`src/rtl/interp_timing_ctrl_if.sv`:
```
// Interface bundle for interp_timing_ctrl.
//   enable        : run request, low forces IDLE
//   sample_valid  : one-cycle pulse per input sample
//   w_valid/w_in  : loop-filter NCO step (Q2.14) and its valid
//   uk            : fractional interval for the interpolator (Q2.14)
//   interp_strobe : interpolant due; ontime_strobe/mid_strobe tag it
//   locked/state  : FSM status (IDLE=0, ACQ=1, TRACK=2)
// master drives the inputs of the controller, slave is the controller itself.
interface interp_timing_if #(
    parameter int DW = 16
);
    logic                 enable;
    logic                 sample_valid;
    logic                 w_valid;
    logic signed [DW-1:0] w_in;
    logic signed [DW-1:0] uk;
    logic                 interp_strobe;
    logic                 ontime_strobe;
    logic                 mid_strobe;
    logic                 locked;
    logic [1:0]           state;

    modport master (
        output enable, sample_valid, w_valid, w_in,
        input  uk, interp_strobe, ontime_strobe, mid_strobe, locked, state
    );

    modport slave (
        input  enable, sample_valid, w_valid, w_in,
        output uk, interp_strobe, ontime_strobe, mid_strobe, locked, state
    );
endinterface

```
`src/rtl/interp_timing_ctrl.sv`:
```
// Timing-recovery NCO controller for a Farrow-style interpolator.
// A decrementing phase accumulator (eta) steps down by the NCO step on every
// input sample; each wrap below zero schedules one interpolant at fractional
// interval uk. Strobes alternate on-time / midpoint. The FSM spends
// ACQ_STROBES strobes at the nominal step, then tracks the clamped
// loop-filter step.
// Ports:
//   clk  : system clock, rising edge
//   rstn : asynchronous active-low reset
//   bus  : interp_timing_if.slave (see interface file for signal list)
module interp_timing_ctrl #(
    parameter int SYM_WIDTH   = 1,
    parameter int INT_WIDTH   = 1,
    parameter int DEC_WIDTH   = 14,
    parameter int W_NOM       = 8192,
    parameter int W_MIN       = 7373,
    parameter int W_MAX       = 9011,
    parameter int ACQ_STROBES = 64
) (
    input  logic            clk,
    input  logic            rstn,
    interp_timing_if.slave  bus
);
    localparam int DW = SYM_WIDTH + INT_WIDTH + DEC_WIDTH;
    localparam int EW = DEC_WIDTH + 2;
    localparam int CW = $clog2(ACQ_STROBES + 1);

    localparam logic [DEC_WIDTH-1:0]  ETA_MAX  = {DEC_WIDTH{1'b1}};
    localparam logic [EW-1:0]         ETA_WRAP = {2'b01, {DEC_WIDTH{1'b0}}};
    localparam logic [CW-1:0]         CNT_MAX  = CW'(ACQ_STROBES);
    localparam logic signed [DW-1:0]  W_NOM_C  = DW'(W_NOM);
    localparam logic signed [DW-1:0]  W_MIN_C  = DW'(W_MIN);
    localparam logic signed [DW-1:0]  W_MAX_C  = DW'(W_MAX);

    typedef enum logic [1:0] {
        ST_IDLE  = 2'd0,
        ST_ACQ   = 2'd1,
        ST_TRACK = 2'd2
    } state_t;

    // Limit the loop-filter step to the allowed NCO range.
    function automatic logic signed [DW-1:0] clamp_w(input logic signed [DW-1:0] w);
        logic signed [DW-1:0] r;
        if (w < W_MIN_C) begin
            r = W_MIN_C;
        end else if (w > W_MAX_C) begin
            r = W_MAX_C;
        end else begin
            r = w;
        end
        return r;
    endfunction

    state_t                 state_r;
    state_t                 state_next_s;
    logic                   locked_r;
    logic [DEC_WIDTH-1:0]   eta_r;
    logic signed [DW-1:0]   w_lat_r;
    logic [CW-1:0]          cnt_r;
    logic                   phase_r;
    logic [DEC_WIDTH-1:0]   uk_r;
    logic                   strobe_r;
    logic                   ontime_r;
    logic                   mid_r;

    logic                   nco_active_s;
    logic signed [EW-1:0]   w_eff_s;
    logic signed [EW-1:0]   diff_s;
    logic [EW-1:0]          diff_wrap_s;
    logic                   underflow_s;
    logic [DEC_WIDTH-1:0]   eta_next_s;
    logic [DEC_WIDTH:0]     eta_dbl_s;
    logic [DEC_WIDTH-1:0]   uk_next_s;

    // Next-state logic; a low enable wins over every other transition.
    always_comb begin
        state_next_s = state_r;
        if (!bus.enable) begin
            state_next_s = ST_IDLE;
        end else begin
            case (state_r)
                ST_IDLE:  state_next_s = ST_ACQ;
                ST_ACQ: begin
                    if (cnt_r == CNT_MAX) begin
                        state_next_s = ST_TRACK;
                    end else begin
                        state_next_s = ST_ACQ;
                    end
                end
                ST_TRACK: state_next_s = ST_TRACK;
                default:  state_next_s = ST_IDLE;
            endcase
        end
    end

    // NCO datapath: decrement, detect wrap, and derive the fractional interval.
    always_comb begin
        nco_active_s = bus.enable && bus.sample_valid &&
                       ((state_r == ST_ACQ) || (state_r == ST_TRACK));
        if (state_r == ST_TRACK) begin
            w_eff_s = EW'(w_lat_r);
        end else begin
            w_eff_s = EW'(W_NOM_C);
        end
        diff_s      = $signed({2'b00, eta_r}) - w_eff_s;
        underflow_s = diff_s[EW-1];
        if (underflow_s) begin
            diff_wrap_s = diff_s + ETA_WRAP;
        end else begin
            diff_wrap_s = diff_s;
        end
        eta_next_s = diff_wrap_s[DEC_WIDTH-1:0];
        // uk = 2*eta_old, saturated just below 1.0
        eta_dbl_s = {eta_r, 1'b0};
        if (eta_dbl_s > {1'b0, ETA_MAX}) begin
            uk_next_s = ETA_MAX;
        end else begin
            uk_next_s = eta_dbl_s[DEC_WIDTH-1:0];
        end
    end

    // State register and the registered lock flag.
    always_ff @(posedge clk or negedge rstn) begin
        if (!rstn) begin
            state_r  <= ST_IDLE;
            locked_r <= 1'b0;
        end else begin
            state_r  <= state_next_s;
            locked_r <= (state_next_s == ST_TRACK);
        end
    end

    // Accumulator, strobe counter, phase and strobe outputs.
    always_ff @(posedge clk or negedge rstn) begin
        if (!rstn) begin
            eta_r    <= ETA_MAX;
            cnt_r    <= {CW{1'b0}};
            phase_r  <= 1'b0;
            uk_r     <= {DEC_WIDTH{1'b0}};
            strobe_r <= 1'b0;
            ontime_r <= 1'b0;
            mid_r    <= 1'b0;
        end else begin
            strobe_r <= 1'b0;
            ontime_r <= 1'b0;
            mid_r    <= 1'b0;
            if (state_next_s == ST_IDLE) begin
                // Re-arm so the next acquisition starts from a full interval.
                eta_r   <= ETA_MAX;
                cnt_r   <= {CW{1'b0}};
                phase_r <= 1'b0;
            end else if (nco_active_s) begin
                eta_r <= eta_next_s;
                if (underflow_s) begin
                    strobe_r <= 1'b1;
                    ontime_r <= ~phase_r;
                    mid_r    <= phase_r;
                    phase_r  <= ~phase_r;
                    uk_r     <= uk_next_s;
                    if (cnt_r != CNT_MAX) begin
                        cnt_r <= cnt_r + CW'(1);
                    end
                end
            end
        end
    end

    // Latched loop-filter step; a same-cycle sample still sees the old value.
    always_ff @(posedge clk or negedge rstn) begin
        if (!rstn) begin
            w_lat_r <= W_NOM_C;
        end else if (bus.w_valid) begin
            w_lat_r <= clamp_w(bus.w_in);
        end
    end

    assign bus.uk            = {{(DW-DEC_WIDTH){1'b0}}, uk_r};
    assign bus.interp_strobe = strobe_r;
    assign bus.ontime_strobe = ontime_r;
    assign bus.mid_strobe    = mid_r;
    assign bus.locked        = locked_r;
    assign bus.state         = state_r;
endmodule

```
`src/flat_wrapper.sv`:
```
// flat-port wrapper written by rule: the top's interface ports become plain ports
module interp_timing_ctrl_flat 
#(
    parameter int SYM_WIDTH   = 1,
    parameter int INT_WIDTH   = 1,
    parameter int DEC_WIDTH   = 14,
    parameter int W_NOM       = 8192,
    parameter int W_MIN       = 7373,
    parameter int W_MAX       = 9011,
    parameter int ACQ_STROBES = 64
)
  (clk, rstn, bus_enable, bus_sample_valid, bus_w_valid, bus_w_in, bus_uk, bus_interp_strobe, bus_ontime_strobe, bus_mid_strobe, bus_locked, bus_state);
  interp_timing_if #(.DW(16)) bus_i ();
  input  logic clk;
  input  logic rstn;
  input wire logic [$bits(bus_i.enable)-1:0] bus_enable;
  input wire logic [$bits(bus_i.sample_valid)-1:0] bus_sample_valid;
  input wire logic [$bits(bus_i.w_valid)-1:0] bus_w_valid;
  input wire logic [$bits(bus_i.w_in)-1:0] bus_w_in;
  output wire logic [$bits(bus_i.uk)-1:0] bus_uk;
  output wire logic [$bits(bus_i.interp_strobe)-1:0] bus_interp_strobe;
  output wire logic [$bits(bus_i.ontime_strobe)-1:0] bus_ontime_strobe;
  output wire logic [$bits(bus_i.mid_strobe)-1:0] bus_mid_strobe;
  output wire logic [$bits(bus_i.locked)-1:0] bus_locked;
  output wire logic [$bits(bus_i.state)-1:0] bus_state;
  assign bus_i.enable = bus_enable;
  assign bus_i.sample_valid = bus_sample_valid;
  assign bus_i.w_valid = bus_w_valid;
  assign bus_i.w_in = bus_w_in;
  assign bus_uk = bus_i.uk;
  assign bus_interp_strobe = bus_i.interp_strobe;
  assign bus_ontime_strobe = bus_i.ontime_strobe;
  assign bus_mid_strobe = bus_i.mid_strobe;
  assign bus_locked = bus_i.locked;
  assign bus_state = bus_i.state;
  interp_timing_ctrl #(.SYM_WIDTH(SYM_WIDTH), .INT_WIDTH(INT_WIDTH), .DEC_WIDTH(DEC_WIDTH), .W_NOM(W_NOM), .W_MIN(W_MIN), .W_MAX(W_MAX), .ACQ_STROBES(ACQ_STROBES)) u_core (.clk(clk), .rstn(rstn), .bus(bus_i));
endmodule
```
`config.mk`:
```
export PLATFORM = sky130hd
export DESIGN_NAME = interp_timing_ctrl_flat
export DESIGN_NICKNAME = d
export VERILOG_FILES = /design/src/rtl/interp_timing_ctrl_if.sv /design/src/rtl/interp_timing_ctrl.sv /design/src/flat_wrapper.sv
export SDC_FILE = /design/constraint.sdc
export NUM_CORES = 1
export LEC_CHECK = 0
export ABC_AREA = 1
export CORE_MARGIN = 4
export CORE_UTILIZATION = 56
export DETAILED_ROUTE_END_ITERATION = 8
export PLACE_DENSITY = 0.8
export SETUP_SLACK_MARGIN = 0.2
export SLEW_MARGIN = 20
export SYNTH_ARGS = -nofsm -noshare
export SYNTH_HDL_FRONTEND = slang
export SYNTH_SLANG_ARGS = --single-unit
```
`constraint.sdc`:
```
create_clock -name clk -period 3.2 [get_ports clk]
set_input_delay 0.32 -clock clk [delete_from_list [all_inputs] [get_ports clk]]
set_output_delay 0.32 -clock clk [all_outputs]
set_load 0.02 [all_outputs]
```
== Yosys cells after proc, flatten, opt, wreduce, memory -nomap -nowiden ==
Index checks and enable logic that the tools add are counted.

* Register bits after elaboration: 58
* Bits of input ports: 21
* Word-level logic and storage cells: 60

* $add $sub $neg: 3
* Order comparisons: 3
* Equal/unequal tests: 5
* Mux-type cells: 26
* Bitwise logic cells: 2
* Reductions and logical operators: 11

{| class="wikitable"
|+ Operators with widths
! cell !! count
|-
| 14-bit 2-to-1 mux || 4
|-
| 16-bit 2-to-1 mux || 3
|-
| 7-bit 2-to-1 mux || 4
|-
| 16-bit by 15-bit > comparator with 1-bit output (second input constant) || 1
|-
| 16-bit by 14-bit less-than comparator with 1-bit output (second input constant) || 1
|-
| 15-bit by 16-bit subtractor with 16-bit output || 1
|-
| 15-bit by 14-bit > comparator with 1-bit output (second input constant) || 1
|-
| 14-bit by 1-bit adder with 14-bit output (second input constant) || 1
|-
| 1-bit 2-to-1 mux || 12
|-
| 7-bit by 1-bit adder with 7-bit output (second input constant) || 1
|-
| 7-bit equality test (second input constant) || 1
|-
| 7-bit != test (second input constant) || 1
|-
| 2-bit case mux with 3 select lines || 1
|-
| 3-bit AND reduction || 2
|-
| 2-bit nonzero test || 3
|-
| 2-bit equality test (second input constant) || 2
|-
| 2-bit logical NOT || 2
|-
| 2-bit 2-to-1 mux || 2
|-
| 2-bit by 1-bit equality test with 1-bit output (second input constant) || 1
|-
| 1-bit logical AND || 2
|-
| 1-bit inverter || 2
|-
| 2-bit AND reduction || 1
|-
| 1-bit logical OR || 1
|}

== Logic depth before layout (Yosys ltp) ==
Gate-level depths: netlist of the first run.

* Depth in word-level cells: 7
* Depth in mapped cells: 19
* Mapped depth without buffers: 18

== Worst setup path before layout of the first run ==
No wires, ideal clock.

* Path type: reg-to-reg
* Start point: register u_core.state_r[0] (netlist: u_core.bus.state[0])
* End point: register u_core.cnt_r[0]
* Data arrival time: 2.556 ns
* Data required time: 3.083 ns
* Slack: 0.527 ns
* Stages on the path, launching flop included: 19
* Path buffers: 2
* Clock period less this slack: 2.673 ns
* Path through: dfrtp_1 -> inv_1 -> ha_1 -> buf_4 -> clkbuf_1 -> nand2_1 -> ha_1 -> nand2_1 -> inv_1 -> a21oi_1 -> nand2_2 -> nand2_1 -> nand2_1 -> nand2_1 -> nand2_2 -> nand2_2 -> nand2_2 -> nand2_1 -> nand2_1

* Word-level cells in the longest chain between the ends: 6
* Elaborated cells on any way between the ends: 15
* Classes of those cells: add/sub: 1; eq/ne: 2; mux: 4; reduce/logical: 8

{| class="wikitable"
|+ RTL lines
! element !! RTL line !! source
|-
| start, declared || interp_timing_ctrl.sv:54 || <nowiki>state_t state_r;</nowiki>
|-
| start signal, assigned || interp_timing_ctrl.sv:128 || <nowiki>state_r <= state_next_s;</nowiki>
|-
| branches (longest 6 deep; another with 15-bit by 16-bit subtractor with 16-bit output) || - ||
|-
| end signal, assigned || interp_timing_ctrl.sv:137 || <nowiki>cnt_r <= {CW{1'b0}};</nowiki>
|-
| end signal, assigned || interp_timing_ctrl.sv:150 || <nowiki>cnt_r <= {CW{1'b0}};</nowiki>
|-
| end signal, assigned || interp_timing_ctrl.sv:161 || <nowiki>cnt_r <= cnt_r + CW'(1);</nowiki>
|-
| end, declared || interp_timing_ctrl.sv:59 || <nowiki>logic [CW-1:0] cnt_r;</nowiki>
|}

Parallel ways; which one is timed is not known.
A chain may end at the register's enable or synchronous reset.

== Worst setup path in the final report of the first run ==
Ends and elaborated chain as after synthesis.

==> results of run 1 <==
==> state kept, by name, summed over array words and instances (netlist names) <==
| name | flops |
|---|---|
| u_core.bus.locked | 1 |
| u_core.bus.ontime_strobe | 1 |
| u_core.uk_r | 14 |
| u_core.phase_r | 1 |
| u_core.cnt_r | 7 |
| u_core.eta_r | 14 |
| u_core.w_lat_r | 16 |
| u_core.bus.interp_strobe | 1 |
| u_core.bus.mid_strobe | 1 |
| u_core.bus.state | 2 |
==> synthesized netlist by cell type (all sizes together) <==
cell type / count
and2: 1
xnor2: 7
ha: 21
nor2: 55
a21oi: 25
nor4: 1
nand4: 3
or2: 13
o21ai: 8
o21a: 1
a41oi: 1
a31oi: 1
xor2: 5
nand2: 179
fa: 1
buf: 6
nand3: 24
inv: 58
dfrtp: 43
nand3b: 1
conb: 1
a21o: 4
clkinv: 1
dfstp: 15
clkbuf: 3
o21bai: 2
nor3: 5
o211ai: 2
==> metal layers <==
metal	up-vias	global-route usage, %	part of all wire [%]
li1	1609	-	-
met1	1431	26.3	46
met2	77	35.8	48
met3	8	2.92	5.0
met4	0	10.6	1.2
met5	-	0	0
==> per-stage QoR <==
| step | util, % | area [µm²] | hold slack, ps | cells | setup slack, ps |
|---|---|---|---|---|---|
| 4_1_cts | 70.5 | 4300 | 212 | 613 | 266 |
| 2_1_floorplan | - | 3610 | 24.4 | 488 | 527 |
| 3_5_place_dp | 66.6 | 4060 | 458 | 597 | 315 |
| 6_report | 70.9 | 4320 | 2.48 | 613 | 533 |
| 3_3_place_gp | 66.6 | 4060 | 454 | 597 | 416 |
| 5_1_grt | 70.9 | 4320 | 49.8 | 613 | 308 |
==> path summary, 6_finish.rpt <==
kind,startpoint,to,slack (ps)
worst max-delay path,u_core.bus.state[0]$_DFF_PN0_,u_core.cnt_r[0]$_DFFE_PN0P_,530
worst min-delay path,rstn,u_core.bus.ontime_strobe$_DFF_PN0_,2
worst max register to register,u_core.bus.state[0]$_DFF_PN0_,u_core.cnt_r[0]$_DFFE_PN0P_,530
worst min register to register,u_core.uk_r[0]$_DFFE_PN0P_,u_core.uk_r[0]$_DFFE_PN0P_,470
max in group asynchronous,rstn,u_core.eta_r[3]$_DFFE_PN1P_,2580
min in group clk,u_core.uk_r[0]$_DFFE_PN0P_,u_core.uk_r[0]$_DFFE_PN0P_,470
==> cell type report <==
class	instances	area, µm²
Sequential cell	58	1470
Multi-Input combinational cell	362	1880
Timing Repair Buffer	43	420
Tap cell	75	93.8
Inverter	59	221
Clock buffer	12	165
Fill cell	513	1770
Clock inverter	4	72.6
==> power groups by stage <==
stage	sequential [W]	combinational [W]	clock (W)
CTS	0.000818	0.000257	0.000810
global placement	0.000828	0.000248	0
global route	0.000825	0.000288	0.000838
finish	0.000818	0.000255	0.000796
floorplan	0.000849	0.000120	0
detailed placement	0.000830	0.000255	0
==> what timing repair did <==
action | in CTS | in global routing
endpoints found under the setup margin | 0 | 24
setup buffers | 0 | 0
resized for setup | 0 | 3
==> critical path: cells and delay by family (launching register included) <==
kind	cells	cell delay [ps]
buffers and inverters	2	220
and+or+nand+nor	11	1300
adders and majority gates	2	620
DFF	1	440
==> cells by family (layout without fill, tap and decap cells) <==
logic type | after synthesis | count (layout) | share of synthesized area [%]
flip-flops | 58 | 58 | 40.8
AND/OR/NAND/NOR | 282 | 282 | 33.7
XOR/XNOR | 12 | 12 | 2.92
buffers and inverters | 68 | 118 | 7.75
AO/OA/AOI/OAI | 44 | 44 | 6.88
other | 1 | 2 | 0.104
adder cells (fa/ha/maj) | 22 | 22 | 7.85
==> impl_metrics.toml, run 1 <==
[die]
num_rows = 28
start_util_pct = 59.1
die_w_um = 88.2
die_h_um = 88.2
design.die.area_um2 = 7780
ios = 43
coreArea_um2 = 6100

[clocking]
clock_latency_ps = 340
cts_htree_levels = 3
cts_buffers = 9
clockBufferDepth = 2
path_clk_slew_ps = 70
postCtsHoldBufs = 0
root_buffer = "clkbuf_8"
cts_tree = "done"
cts.sink_count = 58

[synth]
synth-seq-cells = 58
postSynthCellCount = 487
yosys.area.top_type = "dfrtp_1"
yosysSeqAreaShare_pct = 40.8
syn-cell-area_um2 = 3600
synth_area_leaders = "dfrtp_1 30%, nand2_1 18%, dfstp_2 11%"
post-synth-top-area-fraction_pct = 29.9
yosys_warnings = 0
synth_area_per_cell_um2 = 7.40
synth.distinct_cells = 40

[worst_setup_path]
rr_worst_depth = 15
crit_arrival_ps = 2890
cp.required_ps = 3420
crit_fanout = 15
worst_setup_path_end_kind = "flip-flop"
critical_path.most_common_cell = "nand2_1"
slowest_stage = "dfrtp_1"
crit_type = "reg2reg"
slowest_delay_ps = 440
start_kind = "flip-flop"
cp_cell_sequence = "inv_1 > ha_4 > nand2_1 > ha_1 > nand2_1 > inv_2 > nand2_1 > nor3_2 > nand2_1 > nand3_1 > nand2_2 > nand2_2 > nand2_2 > nand2_1 > nand2_1"

[pwr]
swShare_pct = 25.5
ir_drop_mv = 0.337
p_clk_share_pct = 42.6
combPwrFrac_pct = 13.6
power_switching_w = 0.000476
p_total_w = 0.00187
p_leak_nw = 2.15
p_per_area_nw_per_um2 = 432
internal_power_w = 0.00139
pwr-share-seq_pct = 43.8

[timing]
relSlewSlack_pct = 58.3
timing.setup.tns_ps = 0
setup_violations = 0
worst_pin_slew_ps = 626
fin_crit_ps = 2670
fin_crit_sh_pct = 83.3
finClkSkew_ps = 13.3
fmax_ghz = 0.375
maxSlewViolCount = 0
hold_viol_final = 0
rsz0062_at_grt = "false"

[grt]
grt_overflow = 0
grt_usage_pct = 21.1
grt_pass1_vias = 2937
grt_max_degree = 52
grt_first_pass_wirelength_mm = 12.8
antenna_found_initial = 0

[placed_design]
portBuffers = 40
gp_congestion = 0.987
hpwl_mm = 5.84

[cells_and_area]
num_antenna_cells = 0
final_cell_mix = "173 x nand2_1, 56 x inv_1, 53 x nor2_1, 43 x dfrtp_1, 39 x clkdlybuf4s50_1"
final_common_cell = "nand2_1"
drive_gt1_share_pct = 11.7
layout.nets = 576
area_growth_syn_to_layout_pct = 20.0

[route]
viasPerCell = 5.10
ant_nets = 0
wl_per_cell_um = 12.3
drt_wl_total_mm = 7.54
dr.pass1.iters = 5
drcViolationCount = 0
drt_iter0_drc = 175
vias = 3125

[flow_run]
drv_cap = 0

[status]
status = "complete, no violations"

[hold_path]
hold_path.class = "in2async"
(Power assumes the default switching activity.)
==> run 2, diff against run 1 <==
==> constraint.sdc (replaced) <==
create_clock -name clk -period 2.49 [get_ports clk]
set_input_delay 0.249 -clock clk [delete_from_list [all_inputs] [get_ports clk]]
set_output_delay 0.249 -clock clk [all_outputs]
set_load 0.02 [all_outputs]
==> run 2 against run 1 <==
Net effect:
- sequential power rose by 30%
- sequential cell count is the same
- first-iteration DRC count up 15%
- clock skew is 8.6 ps lower
- via count rose by 5.8%
- non-clock buffer count up 24
- combinational power up 45%
- fmax rose by 12%
- utilization grew 9.8 points
- worst setup slack worse by 430 ps
- cell count is 4.2% higher
- register-to-register slack got worse by 430 ps
- critical path type unchanged
- largest power group unchanged
==> impl_metrics.toml, run 2 (synthesis results as in run 1) <==
[worst_setup_path]
crit_fanout = 7
critical_path.most_common_cell = "nand2_2"
cp_num_buf_inv = 3
cp.required_ps = 2730
cp_cell_sequence = "inv_2 > ha_4 > buf_6 > nand2_4 > ha_4 > or2_1 > nand3_1 > nand2_2 > nand2_2 > nand2_2 > nand2_4 > nand4_4 > clkbuf_16 > nand2_1 > nand2_1"
crit_arrival_ps = 2620
slowest_delay_ps = 410
worst_setup_path_end_kind = "flip-flop"
crit_type = "reg2reg"
slowest_stage = "dfrtp_2"
crit_family = "simple AND/OR/NAND/NOR gates"
start_kind = "flip-flop"

[cells_and_area]
largest_register_ffs = 16
area_growth_syn_to_layout_pct = 36.5
reg.largest.list = "u_core.w_lat_r (16), u_core.eta_r (14), u_core.uk_r (14)"
layout.nets = 602
regMostFlops = "u_core.w_lat_r"
num_antenna_cells = 0
final_common_cell = "nand2_1"
drive_gt1_share_pct = 27.1
final_cell_mix = "138 x nand2_1, 52 x nor2_1, 51 x inv_1, 41 x dfrtp_1, 39 x clkdlybuf4s50_1"

[clocking]
cts_tree = "done"
root_buffer = "clkbuf_8"
cts_htree_levels = 3
cts.sink_count = 58
clock_latency_ps = 340
cts_buffers = 9
clockBufferDepth = 2
path_clk_slew_ps = 70

[grt]
grt_max_degree = 33
grt_pass1_vias = 3061
grt_first_pass_wirelength_mm = 13.7
grt_overflow = 0
antenna_found_initial = 0
grt_usage_pct = 22.6

[route]
drt_wl_total_mm = 8.82
dr.pass1.iters = 5
vias = 3306
drcViolationCount = 0
ant_nets = 0
viasPerCell = 5.17
drt_iter0_drc = 202
wl_per_cell_um = 13.8

[timing]
fin_crit_sh_pct = 95.7
hold_viol_final = 0
relSlewSlack_pct = 52.0
rsz0062_at_grt = "true"
hold_slack_ps = 471
fin_crit_ps = 2380
worst_pin_slew_ps = 715
finClkSkew_ps = 4.73
worst_slack_ps = 108
fmax_ghz = 0.420
maxSlewViolCount = 0
setup_violations = 0
timing.setup.tns_ps = 0

[die]
coreArea_um2 = 6100
die_h_um = 88.2
design.die.area_um2 = 7780
die_w_um = 88.2
ios = 43
start_util_pct = 59.1
num_rows = 28

[pwr]
power_switching_w = 0.000650
internal_power_w = 0.00161
p_leak_nw = 2.36
p_per_area_nw_per_um2 = 459
p_clk_share_pct = 36.6
combPwrFrac_pct = 16.4
swShare_pct = 28.8
ir_drop_mv = 0.409
pwr-share-seq_pct = 47.0

[status]
status = "complete, no violations"

[placed_design]
gp_congestion = 0.951
hpwl_mm = 5.97
portBuffers = 40
place_ws_ps = 105

[flow_run]
drv_cap = 0

[hold_path]
hold_path.class = "reg2reg"
-- run 2: cell types whose count changed in the layout (fill, tap and decap cells not counted), sizes merged --
cell         previous run  this run
buf                     4        26
nor2                   55        57
clkinv                  2         3
clkinvlp                1         2
dlygate4sd3             0         1
bufinv                  2         0
clkbuf                 12        13
-- run 2: layout make-up --
class,instances,area [µm²]
flip-flops and latches,58,1470
clock inverters,4,25.0
well taps,75,93.8
inverters,59,221
multi-input cells,364,2280
repair buffers,67,663
fillers,427,1180
clock buffers,12,165
-- run 2: path summary, 6_finish.rpt --
| check | start | endpoint | slack [ps] | cells after the start |
|---|---|---|---|---|
| max in group asynchronous | rstn | u_core.w_lat_r[13]$_DFFE_PN1P_ | 1330 | 3 |
| worst max register to register | u_core.bus.state[0]$_DFF_PN0_ | u_core.uk_r[9]$_DFFE_PN0P_ | 110 | 15 |
| worst max-delay path | u_core.bus.state[0]$_DFF_PN0_ | u_core.uk_r[9]$_DFFE_PN0P_ | 110 | 15 |
| worst min register to register | u_core.uk_r[13]$_DFFE_PN0P_ | u_core.uk_r[13]$_DFFE_PN0P_ | 470 | 2 |
| worst min-delay path | u_core.uk_r[13]$_DFFE_PN0P_ | u_core.uk_r[13]$_DFFE_PN0P_ | 470 | 2 |
| min in group asynchronous | rstn | u_core.uk_r[1]$_DFFE_PN0P_ | 500 | 2 |
-- run 2: per-stage QoR --
step                cell area (µm²)  power [W]  instances  utilization (%)
floorplan                      3820    0.00125        488                -
global placement               4290    0.00140        600             70.4
detailed placement             4290    0.00141        600             70.4
CTS                            4590    0.00224        624             75.3
global route                   4920    0.00237        639             80.7
finish                         4920    0.00226        639             80.7
-- run 2: per-layer routing --
metal	GRT usage (%)	share of wire (%)	wire length, µm	vias up
met3	3.39	4.9	436	26
met5	0	0	0	-
li1	-	-	-	1659
met1	29.5	43	3820	1518
met2	37.6	49	4340	103
met4	9.34	2.4	213	0
-- run 2: what timing repair did --
action	CTS	global route
endpoints found under the hold margin	19	0
hold buffers	1	0
resized for setup	5	54
pin swaps	6	43
setup endpoints to repair	26	30
setup buffers	6	13
cloned	1	2
-- run 2: tightest hold or removal path, cell delays in order, from the launching register on --
cell	delay, ps
dfrtp_1	340
nand2_1	50
nand2_1	40
-- run 2: power groups by stage --
stage	clock network (W)	logic, W	registers, W
after floorplan	0	0.000160	0.00109
after global placement	0	0.000333	0.00107
after detailed placement	0	0.000341	0.00107
after CTS	0.000831	0.000352	0.00105
after global routing	0.000887	0.000414	0.00107
final	0.000827	0.000371	0.00106
